**config.mk**
```make
export PLATFORM = sky130hd
export DESIGN_NAME = register_sequencer
export DESIGN_NICKNAME = d
export VERILOG_FILES = /design/src/rtl/register_sequencer.sv
export SDC_FILE = /design/constraint.sdc
export NUM_CORES = 1
export LEC_CHECK = 0
export ABC_AREA = 1
export BUFFER_PORTS_ARGS = -buffer_cell sky130_fd_sc_hd__clkbuf_2
export CORE_ASPECT_RATIO = 1.5
export CORE_MARGIN = 8
export CORE_UTILIZATION = 46
export DETAILED_ROUTE_END_ITERATION = 8
export MAX_ROUTING_LAYER = met4
export PLACE_DENSITY_LB_ADDON = 0.1
export SETUP_SLACK_MARGIN = 0.3
export SLEW_MARGIN = 20
export SYNTH_ARGS = -nofsm -noshare
export SYNTH_HDL_FRONTEND = slang
export SYNTH_SLANG_ARGS = --single-unit
```
**constraint.sdc**
```tcl
create_clock -name clk -period 1.5 [get_ports clk]
set_clock_uncertainty 0.1 [all_clocks]
set_input_delay 0.15 -clock clk [delete_from_list [all_inputs] [get_ports clk]]
set_output_delay 0.15 -clock clk [all_outputs]
set_load 0.02 [all_outputs]
```
**src/rtl/register_sequencer.sv**
```systemverilog
// register_sequencer: issues one register control strobe per cycle for each accepted command
module register_sequencer #(
  parameter int DATA_WIDTH = 16,
  parameter int CNT_WIDTH  = 5
) (
  input  logic                  clk,
  input  logic                  rst,
  input  logic                  cmd_valid,
  output logic                  cmd_ready,
  input  logic [2:0]            cmd_op,
  input  logic [CNT_WIDTH-1:0]  cmd_cnt,
  input  logic [DATA_WIDTH-1:0] cmd_data,
  input  logic                  cmd_fill,
  input  logic                  abort,
  output logic                  reg_cl,
  output logic                  reg_ld,
  output logic [DATA_WIDTH-1:0] reg_in,
  output logic                  reg_inc,
  output logic                  reg_dec,
  output logic                  reg_sr,
  output logic                  reg_ir,
  output logic                  reg_sl,
  output logic                  reg_il,
  output logic                  busy,
  output logic                  done,
  output logic                  aborted
);
  localparam logic [1:0] IDLE = 2'd0;
  localparam logic [1:0] EXEC = 2'd1;
  localparam logic [1:0] DONE = 2'd2;
  localparam logic [2:0] OP_CLR  = 3'd1;
  localparam logic [2:0] OP_LOAD = 3'd2;
  localparam logic [2:0] OP_INC  = 3'd3;
  localparam logic [2:0] OP_DEC  = 3'd4;
  localparam logic [2:0] OP_SHR  = 3'd5;
  localparam logic [2:0] OP_SHL  = 3'd6;

  logic [1:0]            state;
  logic [CNT_WIDTH-1:0]  remaining;
  logic [2:0]            op;
  logic [DATA_WIDTH-1:0] data;
  logic                  fill;
  logic                  ab;
  logic                  accept;
  logic                  rep;
  logic                  single;
  logic                  zero;
  logic                  exec;

  // classify the incoming command: repeat ops take cmd_cnt steps, CLR/LOAD one, the rest none
  always_comb begin
    accept = cmd_valid && state == IDLE;
    rep    = cmd_op >= OP_INC && cmd_op <= OP_SHL;
    single = cmd_op == OP_CLR || cmd_op == OP_LOAD;
    zero   = !single && !(rep && cmd_cnt != '0);
  end

  // IDLE -> EXEC -> DONE -> IDLE; zero-step commands skip EXEC, abort cuts EXEC short
  always_ff @(posedge clk) begin
    if (rst) begin
      state     <= IDLE;
      remaining <= '0;
      op        <= '0;
      data      <= '0;
      fill      <= 1'b0;
      ab        <= 1'b0;
    end else if (accept) begin
      op        <= cmd_op;
      data      <= cmd_data;
      fill      <= cmd_fill;
      ab        <= 1'b0;
      remaining <= rep ? cmd_cnt : single ? CNT_WIDTH'(1) : '0;
      state     <= zero ? DONE : EXEC;
    end else if (state == EXEC) begin
      remaining <= remaining - CNT_WIDTH'(1);
      if (abort) begin
        ab    <= 1'b1;
        state <= DONE;
      end else if (remaining == CNT_WIDTH'(1)) begin
        state <= DONE;
      end
    end else if (state != IDLE) begin
      state <= IDLE;
    end
  end

  assign exec      = state == EXEC;
  assign cmd_ready = state == IDLE;
  assign busy      = state != IDLE;
  assign done      = state == DONE;
  assign aborted   = done && ab;
  assign reg_in    = data;
  assign reg_cl    = exec && op == OP_CLR;
  assign reg_ld    = exec && op == OP_LOAD;
  assign reg_inc   = exec && op == OP_INC;
  assign reg_dec   = exec && op == OP_DEC;
  assign reg_sr    = exec && op == OP_SHR;
  assign reg_sl    = exec && op == OP_SHL;
  assign reg_ir    = reg_sr && fill;
  assign reg_il    = reg_sl && fill;
endmodule
```
==> results.sh, run 1 <==
export IMPL_fin_area_sq_um=2440
export IMPL_drc_errors=0
export IMPL_clock_fmax_mhz=627
export IMPL_powerDensity_nw_per_um2=1030
export IMPL_die_h_microns=81.0
export IMPL_final_util_pct=91.3
export IMPL_required_ns=1.25
export IMPL_netlist_area_sq_um=1300
export IMPL_cap_violations=0
export IMPL_drive_above_1_share_pct=55.1
export IMPL_wl_met3_microns=320
export IMPL_routabilityCongestion=0.828
export IMPL_num_vias=1687
export IMPL_multi_input_area_sq_um=951
export IMPL_syn_instance_count=189
export IMPL_synthTopCellsByArea="dfxtp_1 (43%), nor2_1 (14%), o21ai_0 (8.5%)"
export IMPL_cts_root_buf="clkbuf_8"
export IMPL_p_leak_uw=0.00116
export IMPL_status="finished with violations"
export IMPL_synth_edff_count=0
export IMPL_wl_microns=6190
export IMPL_clock_path_buffers=2
export IMPL_ys_async_sr_fraction_pct=0
export IMPL_synthTopCellsByCount="nor2_1 (49), dfxtp_1 (28), nand2_1 (27)"
export IMPL_first_pass_iters=5
export IMPL_syn_to_final_growth_pct=88.5
export IMPL_setup_slack_ns=-0.0942
export IMPL_n_fill_cell=122
export IMPL_cts_buffers=3
export IMPL_die_w_microns=59.3
export IMPL_grt_pass1_wl_microns=7100
export IMPL_worstSkewPairLatency_ns=0.28
export IMPL_rows=23
export IMPL_worstSetupPathType="flop to output port"
export IMPL_path_max_fanout=3
export IMPL_ir_drop_mv=1.16
export IMPL_grt_pass1_vias=1524
export IMPL_io_pins=57
export IMPL_crit_arrival_ns=1.34
export IMPL_grt_use_total_pct=19.6
export IMPL_ys_flop_type="dfxtp_1"
export IMPL_drtAntennaViolNets=0
export IMPL_syn_area_per_cell_sq_um=6.86
export IMPL_fin_crit_ns=1.59
export IMPL_vias_per_cell=5.42
export IMPL_synth_seq_cells=28
export IMPL_numClockSinks=28
export IMPL_cts_clk_slew_worst_paths_ns=0.10
export IMPL_max_slew_margin_pct=67.2
export IMPL_setup_viol=27
export IMPL_top_layer="met4"
export IMPL_worst_pin_slew_ns=0.492
export IMPL_layout_nets=306
export IMPL_hold_class="input pin to flop"
export IMPL_drv_slew=0
export IMPL_hold_viol_final=0
export IMPL_htreeDepth=1
export IMPL_routedWlPerCell_microns=19.9
export IMPL_startpoint_type="flop"
export IMPL_failed_checks="setup timing"
export IMPL_cts_tree="yes"
export IMPL_diodes=0
export IMPL_placed_cell_area_sq_um=1670
export IMPL_synth_top_cell_area_share_pct=43.2
export IMPL_drt_initial_drc_count=92
export IMPL_rsz0062_at_grt="true"
export IMPL_regArea_sq_um=566
export IMPL_synth_cell_type_count=24
export IMPL_met2_length_microns=3420
export IMPL_dp_hpwl_microns=2720
export IMPL_synth_most_common_cell="nor2_1"
export IMPL_wl_met1_microns=2050
export IMPL_antenna_found_initial=0
export IMPL_yosys_warnings=0
export IMPL_crit_path_end_kind="output port"
export IMPL_syn_nets=220
export IMPL_yosysSeqAreaShare_pct=43.2
export IMPL_dieArea_sq_um=4810
export IMPL_yosysTopAreaCell="dfxtp_1"
export IMPL_core_area_sq_um=2680
export IMPL_grt_max_degree=18
export IMPL_overflow=0
export IMPL_initial_core_util_pct=48.4
export IMPL_timing_final_crit_share_pct=106
export IMPL_port_buffers=56
-- final cells by class --
type	count	area share, %
clock buffers	3	1.69
multi-input cells	137	38.9
flip-flops and latches	28	23.1
well taps	37	1.89
inverters	21	3.94
repair buffers	84	29.2
clock inverters	1	1.23
-- cell families after synthesis --
group	share of synthesized area [%]
and+or+nand+nor	30.3
DFF	43.2
adders and majority gates	1.93
buffers and inverters	8.88
AOI/OAI and AO/OA	15.6
-- critical path: stages (launching register included) --
cell	delay (ns)
dfxtp_2	0.35
inv_2	0.10
nand2_4	0.08
or2_4	0.26
nor3_4	0.11
clkbuf_8	0.16
-- cell usage in the layout (no fill, tap or decap), types with 8 or more instances in the layout --
cell and n:
dfxtp_1 26, buf_6 15, nor2_4 9, a21oi_1 8, nand2_1 21, nor2_1 37, inv_1 15, buf_4 10
clkbuf_2 44, o21ai_2 20
-- registers in the layout (all words and copies together) (netlist names) --
name,flops
ab,1
state,2
fill,1
op,3
reg_in,16
remaining,5
-- what timing repair did --
| action | CTS | global route |
|---|---|---|
| pin swaps | 11 | 20 |
| hold endpoints to repair | 1 | 1 |
| setup buffers | 11 | 10 |
| hold buffers | 1 | 1 |
| setup endpoints to repair | 36 | 40 |
| gates resized for setup | 64 | 70 |
| cloned | 3 | 1 |
-- per-stage QoR --
stage          hold WS (ns)  std cells  total power, uW  setup TNS, ns  worst slack [ns]
2_1_floorplan         0.112        189             1260              0             0.260
3_3_place_gp          0.290        280             1410              0             0.174
3_5_place_dp          0.295        280             1420              0             0.160
4_1_cts             0.00372        299             2220        -0.0331           -0.0125
5_1_grt             0.00409        311             2610          -1.99            -0.137
6_report            0.00267        311             2510          -1.08           -0.0942
-- per-layer routing --
| metal | vias up | track usage, % |
|---|---|---|
| li1 | 775 | - |
| met4 | 0 | 7.69 |
| met1 | 782 | 20.0 |
| met5 | - | - |
| met3 | 34 | 3.48 |
| met2 | 96 | 35.5 |
-- power by group --
group / total [uW] / switching, uW / internal [uW] / leakage, uW
Sequential: 894 / 68.6 / 825 / 0.000233
Combinational: 1010 / 572 / 440 / 0.000895
Clock: 604 / 246 / 358 / 0.0000357
Total: 2510 / 887 / 1620 / 0.00116
-- path summary, 6_finish.rpt --
kind	to	cells after the start	startpoint	slack [ns]
max	reg_inc	5	state[1]	-0.09
min	reg_in[9]	3	cmd_data[9]	0.003
max reg2reg	op[2]	9	state[0]	-0.07
min reg2reg	reg_in[6]	2	reg_in[6]	0.39
(Power assumes the default switching activity.)
==> run 2, diff against run 1 <==
--- a/config.mk
+++ b/config.mk
@@ -8,7 +8,7 @@
 export ABC_AREA = 1
 export BUFFER_PORTS_ARGS = -buffer_cell sky130_fd_sc_hd__clkbuf_2
 export CORE_ASPECT_RATIO = 1.5
-export CORE_MARGIN = 8
+export CORE_MARGIN = 5
 export CORE_UTILIZATION = 46
 export DETAILED_ROUTE_END_ITERATION = 8
 export MAX_ROUTING_LAYER = met4
==> constraint.sdc (replaced) <==
create_clock -name clk -period 1.55 [get_ports clk]
set_clock_uncertainty 0.1 [all_clocks]
set_input_delay 0.155 -clock clk [delete_from_list [all_inputs] [get_ports clk]]
set_output_delay 0.155 -clock clk [all_outputs]
set_load 0.02 [all_outputs]
==> run 2 against run 1 <==
  * The run still ends with setup timing left
  * Global-route usage up 3.4 points
  * Sequential cell count stayed put
  * Via count decreased by 1.1%
  * Setup slack got worse by 0.0019 ns
  * Non-clock buffer count is 4 lower
  * Cell count fell by 1.6%
  * Combinational power down 8%
  * Routed wire length shrank 14%
  * Count of clock-buffer cells in the layout rose by 1
  * Critical path depth stayed put
  * Clock power down 24%
==> results.sh, run 2 (same netlist as run 1, synthesis figures left out) <==
export IMPL_hold_viol_final=0
export IMPL_dp_cells=281
export IMPL_num_vias=1668
export IMPL_max_stage_delay_ns=0.35
export IMPL_final_util_pct=88.7
export IMPL_die_h_microns=75.0
export IMPL_setup_viol=6
export IMPL_critPathCapture="reg_inc"
export IMPL_fin_crit_ns=1.65
export IMPL_fin_area_sq_um=2400
export IMPL_syn_to_final_growth_pct=85.1
export IMPL_rr_worst_depth=7
export IMPL_failed_checks="setup timing"
export IMPL_cts_clk_slew_worst_paths_ns=0.09
export IMPL_numClockSinks=28
export IMPL_worstSkewPairLatency_ns=0.28
export IMPL_cp_num_cells=5
export IMPL_cts_buffers=3
export IMPL_layout_nets=301
export IMPL_cap_violations=0
export IMPL_drtAntennaViolNets=0
export IMPL_vias_per_cell=5.45
export IMPL_crit_arrival_ns=1.39
export IMPL_clock_path_buffers=2
export IMPL_initial_core_util_pct=47.9
export IMPL_grt_use_total_pct=23.0
export IMPL_status="finished with violations"
export IMPL_r2r_end="op[1]"
export IMPL_p_leak_uw=0.00113
export IMPL_die_w_microns=53.3
export IMPL_diodes=0
export IMPL_grt_max_degree=16
export IMPL_drv_slew=0
export IMPL_largest_reg_flops=16
export IMPL_dp_hpwl_microns=2590
export IMPL_hold_depth=3
export IMPL_max_slew_margin_pct=78.8
export IMPL_setup_tns_ns=-0.213
export IMPL_critical_path_buf_inv_count=2
export IMPL_core_area_sq_um=2710
export IMPL_final_cell_mix="clkbuf_2 (44), nor2_1 (31), dfxtp_1 (26)"
export IMPL_overflow=0
export IMPL_setup_slack_ns=-0.0962
export IMPL_ir_drop_mv=0.946
export IMPL_wl_microns=5330
export IMPL_instances_no_fill=306
export IMPL_worst_pin_slew_ns=0.315
export IMPL_io_pins=57
export IMPL_routabilityCongestion=0.791
export IMPL_hold_buffers=0
export IMPL_dieArea_sq_um=4000
export IMPL_drive_above_1_share_pct=58.4
export IMPL_cts_root_buf="clkbuf_8"
export IMPL_antenna_found_initial=0
export IMPL_startpoint_type="flop"
export IMPL_rows=23
export IMPL_path_max_fanout=3
export IMPL_slowest_stage="dfxtp_2"
export IMPL_drc_errors=0
export IMPL_powerDensity_nw_per_um2=941
export IMPL_cp_cell_sequence="inv_2 > nand2_4 > or2_4 > nor3_4 > clkbuf_8"
export IMPL_hold_class="input pin to flop"
export IMPL_final_common_cell="clkbuf_2"
export IMPL_timing_final_crit_share_pct=106
export IMPL_r2r_start="state[0]"
export IMPL_placed_cell_area_sq_um=1660
export IMPL_clock_fmax_mhz=607
export IMPL_grt_pass1_wl_microns=6670
export IMPL_routedWlPerCell_microns=17.4
export IMPL_crit_path_end_kind="output port"
export IMPL_required_ns=1.29
export IMPL_worstSetupStartpoint="state[1]"
export IMPL_drt_initial_drc_count=54
export IMPL_first_pass_iters=4
export IMPL_crit_family="simple AND/OR/NAND/NOR gates"
export IMPL_rsz0062_at_grt="true"
export IMPL_regToRegSetupSlack_ns=-0.01
export IMPL_cts_tree="yes"
export IMPL_htreeDepth=1
export IMPL_port_buffers=56
export IMPL_grt_pass1_vias=1557
export IMPL_worstSetupPathType="flop to output port"
## run 2: worst min-delay path by stage
stage	startpoint	end	slack (ns)
after global routing	cmd_data[3]	reg_in[3]	0.02
after floorplan	rst	state[0]	0.12
final	cmd_data[2]	reg_in[2]	0.01
after CTS	cmd_data[1]	reg_in[1]	0.007
after detailed placement	cmd_data[1]	reg_in[1]	0.31
after global placement	cmd_data[8]	reg_in[8]	0.30
## run 2: layout make-up
| type | count | area, sq um |
|---|---|---|
| multi-input cells | 135 | 958 |
| repair buffers | 80 | 667 |
| flip-flops and latches | 28 | 566 |
| fillers | 138 | 305 |
| inverters | 21 | 96.3 |
| clock buffers | 4 | 55.1 |
| well taps | 37 | 46.3 |
| repair inverters | 1 | 11.3 |
## run 2: layer usage
layer / up-vias / GRT usage, % / wire, microns
li1: 764 / - / -
met1: 780 / 23.0 / 1740
met2: 100 / 43.1 / 3030
met3: 24 / 3.76 / 327
met4: 0 / 8.81 / 227
met5: - / - / 0
## run 2: through the flow
stage / worst slack, ns / hold WS, ns / power [uW]
5_1_grt: -0.106 / 0.0178 / 2360
3_3_place_gp: 0.196 / 0.304 / 1360
6_report: -0.0962 / 0.00984 / 2260
3_5_place_dp: 0.138 / 0.308 / 1370
4_1_cts: 0.0205 / 0.00729 / 2040
2_1_floorplan: 0.305 / 0.117 / 1210
## run 2: report_power, final
group / total [uW] / switching (uW) / leakage, uW / internal, uW
sequential: 874 / 75.5 / 0.000233 / 799
clock: 457 / 230 / 0.0000288 / 228
combinational: 927 / 527 / 0.000864 / 401
total: 2260 / 832 / 0.00113 / 1430
## run 2: what timing repair did
item / 4_1_cts / 5_1_grt
cloned: 5 / 0
pin swaps: 12 / 16
resized for setup: 66 / 82
setup buffers: 14 / 2
endpoints found under the setup margin: 33 / 40
## run 2: worst register-to-register path: stages (launching register included)
cell and delay, ns:
dfxtp_4 0.37, buf_6 0.14, nor2_4 0.26, buf_6 0.17
nand2_8 0.08, buf_12 0.16, o21ai_2 0.14, a21oi_2 0.04
